[src/rtl/lane_fill_engine_pkg.sv]
// lane_fill_engine_pkg: lane geometry, colour constants and fill FSM states shared by playfield logic
package lane_fill_engine_pkg;
  localparam int NUM_LANES    = 5;
  localparam int LANE_START_X = 120;
  localparam int LANE_PITCH   = 80;
  localparam int FILL_OFFSET  = 10;
  localparam int FILL_WIDTH   = 60;
  localparam int Y_START      = 0;
  localparam int Y_END        = 479;
  localparam int X_W          = 10;
  localparam int Y_W          = 9;
  localparam int COLOR_W      = 9;
  localparam logic [8:0] BLACK = 9'h000;
  localparam logic [8:0] WHITE = 9'h1ff;
  localparam logic [8:0] RED   = 9'h1c0;
  localparam logic [8:0] GREEN = 9'h038;
  localparam logic [8:0] BLUE  = 9'h007;
  typedef enum logic [1:0] {IDLE, FILL, WAIT_LOW} fill_state_e;
endpackage

[src/rtl/lane_fill_engine_lane_pick.sv]
// lane_pick: lowest set mask bit at index >= from, with a none-left flag
module lane_pick #(
  parameter int N  = 5,
  parameter int LW = 3
) (
  input  logic [N-1:0]  mask,
  input  logic [LW-1:0] from,
  output logic [LW-1:0] lane,
  output logic          none
);
  always_comb begin
    lane = '0;
    none = 1'b1;
    for (int i = N - 1; i >= 0; i--) begin
      if (mask[i] && LW'(i) >= from) begin
        lane = LW'(i);
        none = 1'b0;
      end
    end
  end
endmodule

[src/rtl/lane_fill_engine.sv]
// lane_fill_engine: fills the playable strip of masked lanes with one colour
// through a stallable valid/ready pixel-write port.
module lane_fill_engine #(
  parameter int NUM_LANES    = lane_fill_engine_pkg::NUM_LANES,
  parameter int LANE_START_X = lane_fill_engine_pkg::LANE_START_X,
  parameter int LANE_PITCH   = lane_fill_engine_pkg::LANE_PITCH,
  parameter int FILL_OFFSET  = lane_fill_engine_pkg::FILL_OFFSET,
  parameter int FILL_WIDTH   = lane_fill_engine_pkg::FILL_WIDTH,
  parameter int Y_START      = lane_fill_engine_pkg::Y_START,
  parameter int Y_END        = lane_fill_engine_pkg::Y_END,
  parameter int X_W          = lane_fill_engine_pkg::X_W,
  parameter int Y_W          = lane_fill_engine_pkg::Y_W,
  parameter int COLOR_W      = lane_fill_engine_pkg::COLOR_W
) (
  input  logic                 Clock,
  input  logic                 Resetn,
  input  logic                 start,
  input  logic [NUM_LANES-1:0] lane_mask,
  input  logic [COLOR_W-1:0]   fill_color,
  input  logic                 abort,
  input  logic                 pix_ready,
  output logic                 pix_write,
  output logic [X_W-1:0]       pix_x,
  output logic [Y_W-1:0]       pix_y,
  output logic [COLOR_W-1:0]   pix_color,
  output logic                 busy,
  output logic                 done
);
  import lane_fill_engine_pkg::fill_state_e;
  import lane_fill_engine_pkg::IDLE;
  import lane_fill_engine_pkg::FILL;
  import lane_fill_engine_pkg::WAIT_LOW;
  localparam int LW   = $clog2(NUM_LANES + 1);
  localparam int XO_W = $clog2(FILL_WIDTH + 1);
  if (LANE_START_X + (NUM_LANES - 1) * LANE_PITCH + FILL_OFFSET + FILL_WIDTH - 1 >= 2 ** X_W) begin : g_x_chk
    $error("lane_fill_engine: maximum pixel x does not fit in X_W bits");
  end
  if (Y_END >= 2 ** Y_W) begin : g_y_chk
    $error("lane_fill_engine: Y_END does not fit in Y_W bits");
  end
  fill_state_e            state_q, state_d;
  logic                   start_d_q, start_d_d;
  logic [NUM_LANES-1:0]   mask_q, mask_d;
  logic [COLOR_W-1:0]     color_q, color_d;
  logic [LW-1:0]          lane_q, lane_d;
  logic [XO_W-1:0]        xoff_q, xoff_d;
  logic [Y_W-1:0]         y_q, y_d;
  logic [X_W-1:0]         x_q, x_d;
  logic                   write_q, write_d, busy_q, busy_d, done_q, done_d;
  logic [NUM_LANES-1:0]   pick_mask;
  logic [LW-1:0]          pick_from, pick_lane;
  logic                   pick_none, beat, last_x, last_y;
  assign beat      = write_q & pix_ready;
  assign last_x    = xoff_q == XO_W'(FILL_WIDTH - 1);
  assign last_y    = y_q == Y_W'(Y_END);
  assign pick_mask = state_q == IDLE ? lane_mask : mask_q;
  assign pick_from = state_q == IDLE ? '0 : lane_q + LW'(1);
  lane_pick #(.N(NUM_LANES), .LW(LW)) u_pick (
    .mask(pick_mask),
    .from(pick_from),
    .lane(pick_lane),
    .none(pick_none)
  );
  always_comb begin
    start_d_d = start;
    state_d   = state_q;
    mask_d    = mask_q;
    color_d   = color_q;
    lane_d    = lane_q;
    xoff_d    = xoff_q;
    y_d       = y_q;
    x_d       = x_q;
    write_d   = write_q;
    busy_d    = busy_q;
    done_d    = 1'b0;
    case (state_q)
      IDLE: if (start && !start_d_q) begin
        mask_d  = lane_mask;
        color_d = fill_color;
        if (pick_none) begin
          done_d  = 1'b1;
          state_d = WAIT_LOW;
        end else begin
          lane_d  = pick_lane;
          xoff_d  = '0;
          y_d     = Y_W'(Y_START);
          write_d = 1'b1;
          busy_d  = 1'b1;
          state_d = FILL;
        end
      end
      FILL: if (beat) begin
        xoff_d = last_x ? '0 : xoff_q + 1'b1;
        if (last_x) y_d = last_y ? Y_W'(Y_START) : y_q + 1'b1;
        if (last_x && last_y) begin
          lane_d  = pick_none ? lane_q : pick_lane;
          write_d = !pick_none;
          busy_d  = !pick_none;
          done_d  = pick_none;
          state_d = pick_none ? WAIT_LOW : FILL;
        end
      end
      WAIT_LOW: if (!start) state_d = IDLE;
      default: state_d = IDLE;
    endcase
    // abort outranks a simultaneous beat, completion or start edge
    if (abort) begin
      write_d = 1'b0;
      busy_d  = 1'b0;
      done_d  = 1'b0;
      state_d = start ? WAIT_LOW : IDLE;
    end
    if (state_d == FILL) x_d = X_W'(LANE_START_X + int'(lane_d) * LANE_PITCH + FILL_OFFSET + int'(xoff_d));
  end
  always_ff @(posedge Clock) begin
    if (!Resetn) begin
      state_q   <= IDLE;
      start_d_q <= 1'b1;
      mask_q    <= '0;
      color_q   <= '0;
      lane_q    <= '0;
      xoff_q    <= '0;
      y_q       <= Y_W'(Y_START);
      x_q       <= '0;
      write_q   <= 1'b0;
      busy_q    <= 1'b0;
      done_q    <= 1'b0;
    end else begin
      state_q   <= state_d;
      start_d_q <= start_d_d;
      mask_q    <= mask_d;
      color_q   <= color_d;
      lane_q    <= lane_d;
      xoff_q    <= xoff_d;
      y_q       <= y_d;
      x_q       <= x_d;
      write_q   <= write_d;
      busy_q    <= busy_d;
      done_q    <= done_d;
    end
  end
  assign pix_write = write_q;
  assign pix_x     = x_q;
  assign pix_y     = y_q;
  assign pix_color = color_q;
  assign busy      = busy_q;
  assign done      = done_q;
endmodule

[config.mk]
export PLATFORM = sky130hd
export DESIGN_NAME = lane_fill_engine
export DESIGN_NICKNAME = d
export VERILOG_FILES = /design/src/rtl/lane_fill_engine_pkg.sv /design/src/rtl/lane_fill_engine_lane_pick.sv /design/src/rtl/lane_fill_engine.sv
export SDC_FILE = /design/constraint.sdc
export NUM_CORES = 1
export LEC_CHECK = 0
export BUFFER_PORTS_ARGS = -buffer_cell sky130_fd_sc_hd__buf_4
export CAP_MARGIN = 30
export CORE_ASPECT_RATIO = 1.75
export CORE_UTILIZATION = 50
export DETAILED_ROUTE_END_ITERATION = 10
export GPL_ROUTABILITY_DRIVEN = 0
export PLACE_DENSITY_LB_ADDON = 0.12
export SKIP_LAST_GASP = 1
export SLEW_MARGIN = 25
export SYNTH_ARGS = -nofsm -noshare
export SYNTH_HDL_FRONTEND = slang
export SYNTH_SLANG_ARGS = --single-unit
[constraint.sdc]
create_clock -name Clock -period 3.39 [get_ports Clock]
set_input_delay 0.5085 -clock Clock [delete_from_list [all_inputs] [get_ports Clock]]
set_output_delay 0.5085 -clock Clock [all_outputs]
set_load 0.01 [all_outputs]
==> reports/qor.csv, run 1 <==
metric,value,unit
NetSw,0.000286,W
syn avg cell area,7.99,sq um
Nets,437,
clk_lat worst skew,0.30,ns
met1 wire length,2710,microns
Critical Path RT,3.62,ns
"Seq/Total Area, Yosys",35.8,%
Least-Margin Pin Slew,0.519,ns
largest net degree at the start of global routing,29,
clk sinks,47,
CTS tree,done,
n_diodes,0,
Final ANT Viol Nets,0,
total power,0.00107,W
Fin. Hold Viols,0,
worst-path fanout max,3,
total CTS buffers,5,
Lkg Pwr,1.42,nW
Post-Layout Cell Count,465,
final worst path period share,98.3,%
part of the power in registers,53.6,%
WS Path Type,reg2reg,
Startpoint Class,flop,
Syn. warnings,0,
Die W,56.8,microns
Post-synth EDFFs,0,
Vias per Instance,5.73,
fmax,0.300,GHz
clock share of power,31.8,%
Reg2Reg Depth,15,
max_cap viols,0,
initial antenna violation count,0,
"Setup violations, final",0,
Wirelength per Cell,14.7,microns
status,"complete, but fails checks",
max layer used,met4,
setup TNS,0,ns
"Reg clk slew, reported paths",0.09,ns
routed wire length,6820,microns
die footprint,5560,sq um
share of the synthesized area in the top cell type,35.8,%
nature of the critical path endpoint,flop,
Seq cells post-synth,47,
Int Power,0.000781,W
post-synthesis net count,356,
"FFs w/ async S/R, synth",0,%
Sequential Area,943,sq um
Logic pwr share,14.6,%
Worst Skew,0.00317,ns
via count,2665,
# IOs,50,
gr usage total,26.1,%
# rows,34,
placed cells,455,
multi-input logic area,1760,sq um
"area leader, netlist",dfxtp_1,
met2 wire len,3730,microns
Relative slew margins,65.3,%
Peak VDD IR,0.284,mV
Final min period,3.33,ns
Root Driver,clkbuf_8,
post-DP HPWL,5130,microns
worst min-delay path category,in2reg,
post-synthesis cell area,2630,sq um
WP data arrival,3.56,ns
number of global-route vias before repair,2624,
Area Growth Syn to Fin,35.4,%
core footprint,5020,sq um
"Distinct cells, synth",59,
ys flop type,dfxtp_1,
grt ovf,0,
RSZ-0062 raised after global routing,true,
Worst R2R Setup Slack,0.06,ns
Hold Crit Depth,2,
DRT Pass-1 Iters,7,
Layout fillers,420,
clk buf depth,2,
synthesized netlist cell count,329,
post-route setup slack,0.0565,ns
DR iter-0 viols,139,
sw frac,26.8,%
drc violations,6,
failing checks,design-rule violations,
CTS H-tree lvls,2,
Met3 Wirelength,235,microns
die height,97.9,microns
global-route wire length before repair,11600,microns
initial core utilization,52.4,%
Setup WS pre-CTS,-0.127,ns
power density over the cells,300,nW/um^2
Final Slew Violations,0,
Port Buffers,49,
"top cells by area, synth","dfxtp_1, nand2_1, a21oi_1",
layout cell share with drive strength beyond 1,33.8,%
flip-flops by register name, summed over array words and instances, names as in the netlist:
| signal | cells |
|---|---|
| pix_y | 9 |
| pix_x | 10 |
| pix_color | 9 |
| mask_q | 5 |
| lane_q | 3 |
| done | 1 |
| xoff_q | 6 |
| start_d_q | 1 |
| state_q | 2 |
| busy | 1 |
routing by layer:
layer | GRT usage [%] | up-vias
li1 | - | 1353
met3 | 2.78 | 10
met2 | 50.5 | 49
met4 | 9.38 | 0
met5 | 0 | -
met1 | 28.2 | 1253
synth_stat cells (7+ instances only):
master    instances
a211oi_1          7
a21oi_1          35
and2_1            8
clkbuf_1          7
dfxtp_1          47
ha_1              8
nand2_1          50
nand3_1          12
nor2_1           24
nor3_1            8
o21ai_0          13
xnor2_1           8
logic make-up after synthesis:
| kind of cell | count (synthesis) | synth area share [%] |
|---|---|---|
| multiplexers | 5 | 1.90 |
| AO/OA/AOI/OAI | 89 | 22.2 |
| AND/OR/NAND/NOR | 144 | 27.8 |
| buffers and inverters | 23 | 3.81 |
| adder cells (fa/ha/maj) | 9 | 4.24 |
| XOR/XNOR | 12 | 4.28 |
| flip-flops | 47 | 35.8 |
worst max-delay path: stages (launching register included):
cell,delay [ns]
dfxtp_2,0.34
ha_4,0.23
buf_4,0.14
nor4_4,0.35
a211o_2,0.18
o21ai_2,0.06
a21o_1,0.20
a22o_1,0.23
ha_4,0.31
inv_2,0.04
a31o_4,0.20
nor4_2,0.13
nor3_1,0.09
maj3_2,0.33
or3_1,0.34
o211ai_1,0.08
power by group through the flow:
stage                     registers, W  clock network, W   logic, W
after floorplan               0.000586                 0  0.0000727
after global placement        0.000584                 0   0.000142
after detailed placement      0.000584                 0   0.000145
after CTS                     0.000572          0.000347   0.000148
after global routing          0.000573          0.000364   0.000171
final                         0.000571          0.000339   0.000156
final timing paths:
path	endpoint	startpoint
setup / recovery	pix_x[8]$_SDFFE_PN0N_	lane_q[0]$_SDFF_PN0_
setup reg to reg	pix_x[8]$_SDFFE_PN0N_	lane_q[0]$_SDFF_PN0_
hold / removal	start_d_q$_SDFF_PN1_	start
hold reg to reg	pix_color[5]$_SDFFE_PN0P_	pix_color[5]$_SDFFE_PN0P_
per-stage QoR:
stage | hold slack, ns | util (%) | instance area (sq um)
global placement | 0.440 | 65.9 | 3310
floorplan | 0.433 | - | 2650
detailed placement | 0.447 | 65.9 | 3310
CTS | 0.424 | 68.6 | 3440
finish | 0.421 | 70.9 | 3560
global route | 0.423 | 70.9 | 3560
what timing repair did:
| item | CTS | global route |
|---|---|---|
| setup endpoints to repair | 4 | 4 |
| gates resized for setup | 7 | 24 |
| hold buffers | 0 | 0 |
| setup buffers | 1 | 1 |
| pin swaps | 2 | 7 |
cell usage in the layout, fill, tap and decap left out, drive strengths merged, types with 2 or more instances in the layout:
| cell type | instances |
|---|---|
| nor2 | 26 |
| and3 | 2 |
| and2 | 8 |
| or3 | 4 |
| mux2i | 5 |
| inv | 8 |
| nor2b | 6 |
| a211o | 3 |
| nand4 | 3 |
| or2 | 2 |
| a21o | 2 |
| buf | 89 |
| nand3 | 12 |
| nand4b | 3 |
| nand2b | 6 |
| o21ai | 16 |
| and4b | 2 |
| nand2 | 50 |
| xor2 | 4 |
| nor4 | 8 |
| nor3 | 8 |
| a22o | 2 |
| a31oi | 5 |
| a31o | 3 |
| ha | 8 |
| dfxtp | 47 |
| a211oi | 7 |
| a21oi | 36 |
| clkbuf | 6 |
| xnor2 | 8 |
| o31ai | 3 |
cell type report:
type	count	area share, %
inverter	8	0.914
multi-input combinational	259	49.3
sequential	47	26.5
tap	54	1.90
timing repair buffer	89	19.0
clock inverter	2	0.351
clock buffer	6	2.04
(Power assumes the default switching activity.)
==> run 2: changes to the inputs <==
--- a/config.mk
+++ b/config.mk
@@ -8,7 +8,7 @@
 export BUFFER_PORTS_ARGS = -buffer_cell sky130_fd_sc_hd__buf_4
 export CAP_MARGIN = 30
 export CORE_ASPECT_RATIO = 1.75
-export CORE_UTILIZATION = 50
+export CORE_UTILIZATION = 30
 export DETAILED_ROUTE_END_ITERATION = 10
 export GPL_ROUTABILITY_DRIVEN = 0
 export PLACE_DENSITY_LB_ADDON = 0.12
@@ -16,4 +16,5 @@
 export SLEW_MARGIN = 25
 export SYNTH_ARGS = -nofsm -noshare
 export SYNTH_HDL_FRONTEND = slang
+export SYNTH_HIERARCHICAL = 1
 export SYNTH_SLANG_ARGS = --single-unit
==> reports/qor.csv, run 2 <==
metric,value,unit,change
status,"complete, but fails checks",,
failing checks,negative setup slack,,
gr usage total,17.1,%,-9.0 points
most frequent cells in the layout,"buf_4, nand2_1, dfxtp_1, a21boi_0, nor2_1",,
crit-path cells,nor2_4 -> mux2_4 -> nor2b_1 -> o21a_1 -> nor3b_4 -> buf_12 -> a211oi_4 -> buf_4 -> mux2_4 -> ha_4 -> ha_4 -> ha_4 -> or3b_4 -> mux2_4 -> o211ai_1,,
initial antenna violation count,0,,unchanged
final worst path period share,103,%,+4.8 points
worst setup path endpoint,pix_x[8]$_SDFFE_PN0N_,,
Least-Margin Pin Slew,0.613,ns,+0.0936 ns
Final min period,3.50,ns,+0.164 ns
WP data arrival,3.71,ns,+0.15 ns
drc violations,0,,-6
Final Slew Violations,0,,unchanged
Vias per Instance,5.00,,-13%
worst min-delay path category,in2reg,,
clk sinks,47,,unchanged
FF-to-FF End,pix_x[8]$_SDFFE_PN0N_,,
largest net degree at the start of global routing,51,,+76%
clk buf depth,2,,unchanged
synthesized netlist cell count,328,,-0.30%
most common cell in the netlist,nand2_1,,
n_diodes,0,,unchanged
number of global-route vias before repair,2608,,-0.61%
CTS tree,done,,
post-DP HPWL,5910,microns,+15%
"FFs w/ async S/R, synth",0,%,unchanged
syn avg cell area,8.55,sq um,+7.0%
Seq cells post-synth,47,,unchanged
nature of the critical path endpoint,flop,,
"Distinct cells, synth",67,,+14%
global-route wire length before repair,12500,microns,+8.0%
Relative slew margins,59.1,%,-6.2 points
Critical Path RT,3.61,ns,about the same
DRT Pass-1 Iters,4,,-3
max reg flops,10,,unchanged
DR iter-0 viols,92,,-34%
max_cap viols,0,,unchanged
fmax,0.286,GHz,-4.7%
# rows,46,,+35%
power density over the cells,313,nW/um^2,+4.5%
Area Growth Syn to Fin,39.8,%,
Nets,443,,+1.4%
RSZ-0062 raised after global routing,true,,
Syn. warnings,6,,+6
post-route setup slack,-0.107,ns,-0.164 ns
initial core utilization,30.8,%,-22 points
die footprint,9750,sq um,+75%
Reg2Reg Depth,15,,unchanged
die height,130,microns,+33%
multi-input logic area,1910,sq um,+8.6%
Critical path origin,state_q[1]$_SDFF_PN0_,,
Critical-path top delay cell,or3b_4,,
Fin. Hold Viols,0,,unchanged
via count,2674,,+0.34%
placed cell area,3670,sq um,+11%
"Setup violations, final",4,,+4
worst-path fanout max,5,,+2
ys flop type,dfxtp_1,,
CTS H-tree lvls,2,,unchanged
Post-synth EDFFs,0,,unchanged
routed wire length,7630,microns,+12%
WS Path Type,reg2reg,,
Layout fillers,970,,+130%
Fin Hold WS,0.445,ns,+0.0241 ns
Post-Layout Cell Count,535,,+15%
commonest cells in the synthesized netlist,"nand2_1, dfxtp_1, a21boi_0, nor2_1",,
share of the synthesized area in the top cell type,33.6,%,-2.2 points
Root Driver,clkbuf_16,,
Peak VDD IR,0.212,mV,-25%
Lkg Pwr,1.66,nW,+17%
post-synthesis cell area,2800,sq um,+6.7%
layout cell share with drive strength beyond 1,36.4,%,+2.6 points
post-synthesis net count,356,,unchanged
"most common cell after layout, fill and taps aside",buf_4,,
Sequential Area,943,sq um,unchanged
"area leader, netlist",dfxtp_1,,
Die W,75.1,microns,+32%
"Seq/Total Area, Yosys",33.6,%,-2.2 points
crit-path max cell delay,0.36,ns,about the same
Worst Skew,0.00552,ns,+0.00235 ns
core footprint,9090,sq um,+81%
Port Buffers,49,,unchanged
clk_lat worst skew,0.29,ns,about the same
reg2reg start,state_q[1]$_SDFF_PN0_,,
placed cells,522,,+15%
"top cells by area, synth","dfxtp_1, nand2_1, a21boi_0",,
Startpoint Class,flop,,
Final ANT Viol Nets,0,,unchanged
"Reg clk slew, reported paths",0.06,ns,-0.03 ns
Worst R2R Setup Slack,-0.11,ns,-0.16 ns
grt ovf,0,,unchanged
# IOs,50,,unchanged
total CTS buffers,5,,unchanged
Wirelength per Cell,14.3,microns,-2.8%
fin area,3920,sq um,+10%
==> run 2: cell count changes after synthesis, moves of 4 or more <==
| cell | delta |
|---|---|
| a21oi_1 | -23 |
| a21boi_0 | +17 |
| mux2_2 | +11 |
| nor2_1 | -8 |
| nand2_1 | +6 |
| clkbuf_1 | +5 |
| a31oi_1 | -4 |
| nor3_1 | -4 |
==> run 2: metrics by stage <==
stage               util, %  worst slack [ns]  power (W)  setup TNS [ns]
floorplan                 -            -0.230   0.000677          -0.419
global placement       40.3           -0.0975   0.000744          -0.249
detailed placement     40.3            -0.122   0.000744          -0.390
CTS                    42.4          -0.00249    0.00124        -0.00249
global route           43.1            -0.231    0.00129           -1.01
finish                 43.1            -0.107    0.00123          -0.234
==> run 2: layer usage <==
layer  up-vias  GRT usage (%)  share of wire, %
li1       1369              -                 -
met1      1258           18.0                38
met2        36           32.1                56
met3        11           2.86               2.6
met4         0           7.44               2.5
met5         -              0                 0
==> run 2: cell families (layout without fill, tap and decap cells) <==
logic type               after synthesis  count (layout)  synth area share (%)
AO/OA/AOI/OAI                         81              81                  21.5
XOR/XNOR                               8               8                  2.50
adder cells (fa/ha/maj)                9               9                  4.02
buffers and inverters                 25             112                  3.66
flip-flops                            47              47                  33.6
multiplexers                          17              17                  6.56
AND/OR/NAND/NOR                      141             141                  28.2
==> run 2: cell type report <==
type                       instances  area share [%]
multi-input combinational        256            48.6
tap                              120            3.83
sequential                        47            24.1
inverter                           7           0.670
clock inverter                     2           0.351
timing repair buffer              98            19.3
clock buffer                       5            3.19
==> run 2: report_power, final <==
group | internal [W] | switching (W)
logic | 0.0000892 | 0.0000836
clock network | 0.000269 | 0.000215
registers | 0.000564 | 0.00000682
==> run 2: worst min-delay path by stage <==
stage / startpoint / end / slack [ns] / depth (start not counted)
floorplan: mask_q[1]$_SDFFE_PN0P_ / mask_q[1]$_SDFFE_PN0P_ / 0.44 / 2
global placement: mask_q[3]$_SDFFE_PN0P_ / mask_q[3]$_SDFFE_PN0P_ / 0.45 / 2
detailed placement: mask_q[3]$_SDFFE_PN0P_ / mask_q[3]$_SDFFE_PN0P_ / 0.46 / 2
CTS: start / start_d_q$_SDFF_PN1_ / 0.44 / 2
global route: start / start_d_q$_SDFF_PN1_ / 0.44 / 2
finish: start / start_d_q$_SDFF_PN1_ / 0.45 / 2
==> run 2: worst max-delay path, delay by kind of cell (launching register included) <==
kind / cells / cell delay, ns
AO/OA/AOI/OAI: 3 / 0.32
adder cells (fa/ha/maj): 3 / 0.54
multiplexers: 3 / 0.91
buffers and inverters: 2 / 0.30
flip-flops: 1 / 0.33
AND/OR/NAND/NOR: 4 / 1.01
==> run 2: repair_timing <==
action,CTS,global route
pin swaps,7,9
gates resized for setup,4,12
setup endpoints to repair,5,5
buffers inserted,3,3
endpoints found under the hold margin,0,0
hold buffers,0,0
